### src/rtl/dsp_mac_pipe.sv
// dsp_mac_pipe -- four-stage pre-add / multiply / post-add MAC pipeline.
//
// Datapath per beat:
//   pre    = D + B   or  D - B               (PRE_W bits, wraps)
//   M      = A * pre                         (A_W+PRE_W bits)
//   X      = C  or  current P (accumulate)
//   result = X + M   or  X - M               (P_W+1 bits; top bit is ovf)
//
// Stages:
//   S1: register operands, opmode, in_valid
//   S2: second A register, pre-adder result
//   S3: product
//   S4: P, ovf, out_valid
//
// Ports:
//   clk          rising-edge clock
//   rst_n        asynchronous active-low reset
//   ce           clock enable; every register, valid bits included, holds while low
//   in_valid     operand beat valid
//   A,B,D,C      unsigned operands
//   opmode[0]    pre-subtract (D - B)
//   opmode[1]    post-subtract (X - M)
//   opmode[2]    accumulate (X = P instead of C)
//   out_valid    P/ovf hold a new result this cycle
//   P            registered result
//   ovf          carry/borrow of the post-adder for the current result
//
// Handshake: there is no backpressure. A beat is accepted on every enabled
// edge where in_valid=1; out_valid is high for exactly one enabled cycle per
// accepted beat, four enabled edges later. While ce=0 everything, including
// out_valid, is frozen.
//
// Build option: define DSP_MAC_PIPE_SAT_EN to saturate P on carry (all ones)
// or borrow (zero). Without it P wraps modulo 2^P_W. ovf is set either way.

module dsp_mac_pipe #(
    parameter int A_W = 18,
    parameter int B_W = 18,
    parameter int D_W = 18,
    parameter int C_W = 48,
    parameter int P_W = 48
) (
    input  logic           clk,
    input  logic           rst_n,
    input  logic           ce,
    input  logic           in_valid,
    input  logic [A_W-1:0] A,
    input  logic [B_W-1:0] B,
    input  logic [D_W-1:0] D,
    input  logic [C_W-1:0] C,
    input  logic [2:0]     opmode,
    output logic           out_valid,
    output logic [P_W-1:0] P,
    output logic           ovf
);

    localparam int PRE_W = ((D_W > B_W) ? D_W : B_W) + 1;
    localparam int M_W   = A_W + PRE_W;

    // ---------------- S1 ----------------
    logic [A_W-1:0] a1_q, a1_d;
    logic [B_W-1:0] b1_q, b1_d;
    logic [D_W-1:0] d1_q, d1_d;
    logic [C_W-1:0] c1_q, c1_d;
    logic [2:0]     op1_q, op1_d;
    logic           v1_q, v1_d;

    // ---------------- S2 ----------------
    // Only the post-adder controls {accumulate, subtract} travel past S2.
    logic [A_W-1:0]   a2_q, a2_d;
    logic [PRE_W-1:0] pre2_q, pre2_d;
    logic [C_W-1:0]   c2_q, c2_d;
    logic [1:0]       op2_q, op2_d;
    logic             v2_q, v2_d;

    // ---------------- S3 ----------------
    logic [M_W-1:0] m3_q, m3_d;
    logic [C_W-1:0] c3_q, c3_d;
    logic [1:0]     op3_q, op3_d;
    logic           v3_q, v3_d;

    // ---------------- S4 ----------------
    logic [P_W-1:0] p_q, p_d;
    logic           ovf_q, ovf_d;
    logic           out_valid_q, out_valid_d;

    // Post-adder intermediates
    logic [P_W-1:0] x_sel;
    logic [P_W-1:0] m_ext;
    logic [P_W:0]   sum_full;

    always_comb begin
        // S1
        a1_d  = A;
        b1_d  = B;
        d1_d  = D;
        c1_d  = C;
        op1_d = opmode;
        v1_d  = in_valid;

        // S2
        a2_d   = a1_q;
        pre2_d = op1_q[0] ? (PRE_W'(d1_q) - PRE_W'(b1_q))
                          : (PRE_W'(d1_q) + PRE_W'(b1_q));
        c2_d   = c1_q;
        op2_d  = op1_q[2:1];
        v2_d   = v1_q;

        // S3
        m3_d  = M_W'(a2_q) * M_W'(pre2_q);
        c3_d  = c2_q;
        op3_d = op2_q;
        v3_d  = v2_q;

        // S4: accumulate reads P directly, so back-to-back accumulate beats
        // each see the result of the previous valid beat.
        x_sel    = op3_q[1] ? p_q : P_W'(c3_q);
        m_ext    = P_W'(m3_q);
        sum_full = op3_q[0] ? ({1'b0, x_sel} - {1'b0, m_ext})
                            : ({1'b0, x_sel} + {1'b0, m_ext});

        p_d         = p_q;
        ovf_d       = ovf_q;
        out_valid_d = v3_q;
        if (v3_q) begin
            ovf_d = sum_full[P_W];
`ifdef DSP_MAC_PIPE_SAT_EN
            if (sum_full[P_W]) begin
                // Borrow clamps to zero, carry clamps to full scale.
                p_d = op3_q[0] ? '0 : '1;
            end else begin
                p_d = sum_full[P_W-1:0];
            end
`else
            p_d = sum_full[P_W-1:0];
`endif
        end
    end

    always_ff @(posedge clk or negedge rst_n) begin
        if (!rst_n) begin
            a1_q        <= '0;
            b1_q        <= '0;
            d1_q        <= '0;
            c1_q        <= '0;
            op1_q       <= '0;
            v1_q        <= 1'b0;
            a2_q        <= '0;
            pre2_q      <= '0;
            c2_q        <= '0;
            op2_q       <= '0;
            v2_q        <= 1'b0;
            m3_q        <= '0;
            c3_q        <= '0;
            op3_q       <= '0;
            v3_q        <= 1'b0;
            p_q         <= '0;
            ovf_q       <= 1'b0;
            out_valid_q <= 1'b0;
        end else if (ce) begin
            a1_q        <= a1_d;
            b1_q        <= b1_d;
            d1_q        <= d1_d;
            c1_q        <= c1_d;
            op1_q       <= op1_d;
            v1_q        <= v1_d;
            a2_q        <= a2_d;
            pre2_q      <= pre2_d;
            c2_q        <= c2_d;
            op2_q       <= op2_d;
            v2_q        <= v2_d;
            m3_q        <= m3_d;
            c3_q        <= c3_d;
            op3_q       <= op3_d;
            v3_q        <= v3_d;
            p_q         <= p_d;
            ovf_q       <= ovf_d;
            out_valid_q <= out_valid_d;
        end
    end

    assign P         = p_q;
    assign ovf       = ovf_q;
    assign out_valid = out_valid_q;

endmodule

### config.mk
export PLATFORM = sky130hd
export DESIGN_NAME = dsp_mac_pipe
export DESIGN_NICKNAME = d
export VERILOG_FILES = /design/src/rtl/dsp_mac_pipe.sv
export SDC_FILE = /design/constraint.sdc
export NUM_CORES = 1
export LEC_CHECK = 0
export ABC_AREA = 1
export BUFFER_PORTS_ARGS = -buffer_cell sky130_fd_sc_hd__buf_4
export CORE_ASPECT_RATIO = 2
export CORE_UTILIZATION = 35
export CTS_BUF_LIST = sky130_fd_sc_hd__clkbuf_4
export CTS_CLUSTER_DIAMETER = 60
export DETAILED_ROUTE_END_ITERATION = 16
export PLACE_DENSITY = 0.56
export SLEW_MARGIN = 20
export SYNTH_ARGS = -nofsm -noshare
export SYNTH_HDL_FRONTEND = slang
export SYNTH_SLANG_ARGS = --single-unit
### constraint.sdc
create_clock -name clk -period 6.3 [get_ports clk]
set_clock_uncertainty 0.05 [all_clocks]
set_input_delay 0.315 -clock clk [delete_from_list [all_inputs] [get_ports clk]]
set_output_delay 0.315 -clock clk [all_outputs]
set_load 0.01 [all_outputs]
==> reports/qor.json <==
{
  "most_repeated_cell_in_the_gate_level_netlist_after_synthesis": "nand2_1",
  "grt_pass1_wl_um": 162000,
  "globalRouteOverflowTotal": 0,
  "route.detailed.wl_per_inst_um": 17.3,
  "ys_top_cells_by_area": "dfrtp_1 27%, nand2_1 19%, fa_1 18%",
  "via_per_instance_ratio": 4.74,
  "endpoint_kind": "flip-flop",
  "gp_routability_congestion": 0.946,
  "first_pass_iters": 5,
  "drt_drc_violations_left": 0,
  "detail_route.iter0.violations": 1516,
  "cp_arrival_ps": 6680,
  "die_w_um": 214,
  "dpl_worst_slack_ps": 379,
  "grt_max_degree": 123,
  "route.vias.total": 28300,
  "critPathMaxFanout": 8,
  "run_status": "complete, no violations",
  "final_cell_area_um2": 36900,
  "synth_seq_cells": 332,
  "ios": 159,
  "ctsResizeCount": 0,
  "cts.clk_slew.worst_paths_ps": 70,
  "critical_setup_path_class": "flip-flop to flip-flop",
  "synth_cell_type_count": 44,
  "routed_wl_um": 103000,
  "asyncSetResetFlopFracSynth": 1.00,
  "cpPeakStageDelay_ps": 530,
  "detail-route-antenna-nets": 0,
  "yosysTopAreaCell": "dfrtp_1",
  "busiest_layer": "met2",
  "worst-slew-pin-transition_ps": 1070,
  "syn_avg_cell_area_um2": 7.12,
  "worstSkewPairLatency_ps": 970,
  "htree_levels": 3,
  "start_kind": "flip-flop",
  "grt_setup_unrepaired": "false",
  "final_cells": 5970,
  "synthesis.yosys.warnings": 0,
  "design.core.area_um2": 88400,
  "grt_usage": 0.237,
  "detailed_place.area_um2": 33800,
  "min_from": "C[6]",
  "syn_to_final_growth_pct": 17.9,
  "critical_path.n_buffers_inverters": 8,
  "post-route-min-period_ps": 5920,
  "number_of_antenna_violations_at_the_first_check_in_global_routing": 5,
  "tritoncts": "built",
  "post_synth_most_frequent_cells": "1549 x nand2_1, 941 x inv_1, 332 x dfrtp_1, 293 x o21ai_0, 274 x fa_1",
  "worst_slack_ps": 382,
  "die_area_um2": 90800,
  "timing.critical_path.required_ps": 7060,
  "fillCellCount": 9308,
  "grt_pass1_vias": 30200,
  "placement_rows": 154,
  "post_synth_edffs": 0,
  "crit_slowest_cell": "fa_1",
  "postSynthCellCount": 4402,
  "finalHoldViolations": 0,
  "initial_utilization": 0.354,
  "drive_gt1_frac": 0.0916,
  "clock_tree.root_cell": "clkbuf_4",
  "post-place-cells": 5619,
  "nets": 5302,
  "grt.met1_usage": 0.224,
  "clock.fmax_mhz": 169,
  "cts_num_sinks": 332,
  "ys_dominant_reg_cell": "dfrtp_1",
  "die_h_um": 425,
  "post-dp-hpwl_um": 81300,
  "post-synth-top-area-fraction": 0.265,
  "origin_of_the_critical_flop_to_flop_path": "pre2_q[8]",
  "worst_path_most_repeated_cell": "nand2_1",
  "use_met3": 0.0266,
  "timing_max_transition_violations_final": 0,
  "post_route_setup_tns_ps": 0,
  "synth_sequential_area_ratio": 0.265,
  "cts_inserted_buffers": 83,
  "io_buffer_count": 158,
  "syn-cell-area_um2": 31300,
  "fraction_of_the_cycle_the_final_worst_path_needs": 0.939,
  "postSynthNetCount": 4964,
  "cap_violations": 0,
  "path_type_of_the_worst_min_delay_path": "primary input to flip-flop",
  "setup-violations-final": 0,
  "critical_path.startpoint": "pre2_q[8]",
  "grtUsageMet2": 0.459,
  "ctsLongestPathBuffers": 3,
  "timing.slew.headroom": 0.287,
  "path_delay_family": "adder cells",
  "path_cells": "buf_4 > buf_4 > nand2_1 > inv_1 > fa_1 > inv_1 > fa_1 > fa_1 > inv_1 > fa_1 > fa_1 > inv_1 > fa_1 > inv_1 > ha_1 > nand2_1 > o21ai_0 > inv_1 > nand2_1 > nand2_1 > nand2_1 > nand2_1 > nand3_1 > nand2_1"
}
## through the flow
step / hold WS [ps] / util
2_1_floorplan: -30.6 / -
4_1_cts: 0.831 / 0.417
5_1_grt: 52.4 / 0.417
6_report: 111 / 0.417
3_5_place_dp: 359 / 0.382
3_3_place_gp: 362 / 0.382
## final timing paths
kind	endpoint	slack, ps	cells past startpoint
max in group asynchronous	P[25]	4860	4
worst max register to register	m3_q[31]	380	24
worst min-delay path	c1_q[6]	110	4
min in group asynchronous	m3_q[0]	500	4
worst min register to register	c3_q[39]	410	2
worst max-delay path	m3_q[31]	380	24
## repair_timing
action,CTS,global route
hold buffers,206,0
buffers inserted,0,0
hold endpoints to repair,257,0
## routing by layer
metal / vias up / share of wire
met3: 345 / 0.031
met4: 0 / 0.080
li1: 13800 / -
met2: 683 / 0.55
met5: - / 0
met1: 13500 / 0.34
## layout by cell type, fill, tap and decap left out, types with 17 or more instances in the layout
master / instances
nand2_1: 1548
inv_1: 941
dfrtp_1: 331
o21ai_0: 293
fa_1: 274
dlygate4sd3_1: 205
buf_4: 203
ha_1: 179
nor2_1: 155
nand3_1: 132
clkbuf_4: 114
a21oi_1: 87
xor2_1: 47
xnor2_1: 39
nor2_2: 36
nand2_2: 21
nand4_1: 20
nor3_1: 17
## state kept, by name, indices dropped and copies added, names as in the netlist
| signal | cells |
|---|---|
| op3_q | 2 |
| b1_q | 18 |
| v2_q | 1 |
| pre2_q | 19 |
| a1_q | 18 |
| m3_q | 37 |
| ovf | 1 |
| c3_q | 48 |
| op2_q | 2 |
| out_valid | 1 |
| v1_q | 1 |
| out_valid_d | 1 |
| P | 48 |
| op1_q | 3 |
| d1_q | 18 |
| c1_q | 48 |
| a2_q | 18 |
| c2_q | 48 |
## layout make-up
| type | instances | area [um^2] | share of cell area |
|---|---|---|---|
| timing repair buffer | 416 | 3730 | 0.101 |
| sequential | 332 | 8310 | 0.225 |
| clock inverter | 24 | 170 | 0.00461 |
| clock buffer | 114 | 856 | 0.0232 |
| inverter | 958 | 3600 | 0.0975 |
| multi-input combinational | 2949 | 18800 | 0.508 |
| tap | 1170 | 1460 | 0.0397 |
| antenna | 7 | 17.5 | 0.000474 |
## cells by family after synthesis
logic type | count (synthesis) | synth area share
compound gates | 431 | 0.0718
xor+xnor | 86 | 0.0240
fa+ha+maj | 453 | 0.247
buf+inv | 1121 | 0.136
flops | 332 | 0.265
simple gates | 1979 | 0.257
## worst min-delay path, delay by kind of cell
| kind | cells | cell delay, ps |
|---|---|---|
| buffers and inverters | 2 | 630 |
| AOI/OAI and AO/OA | 1 | 80 |
| and+or+nand+nor | 1 | 80 |
Power is not shown: default switching activity piles up to over one toggle a cycle in this logic, so the estimate is an artifact.
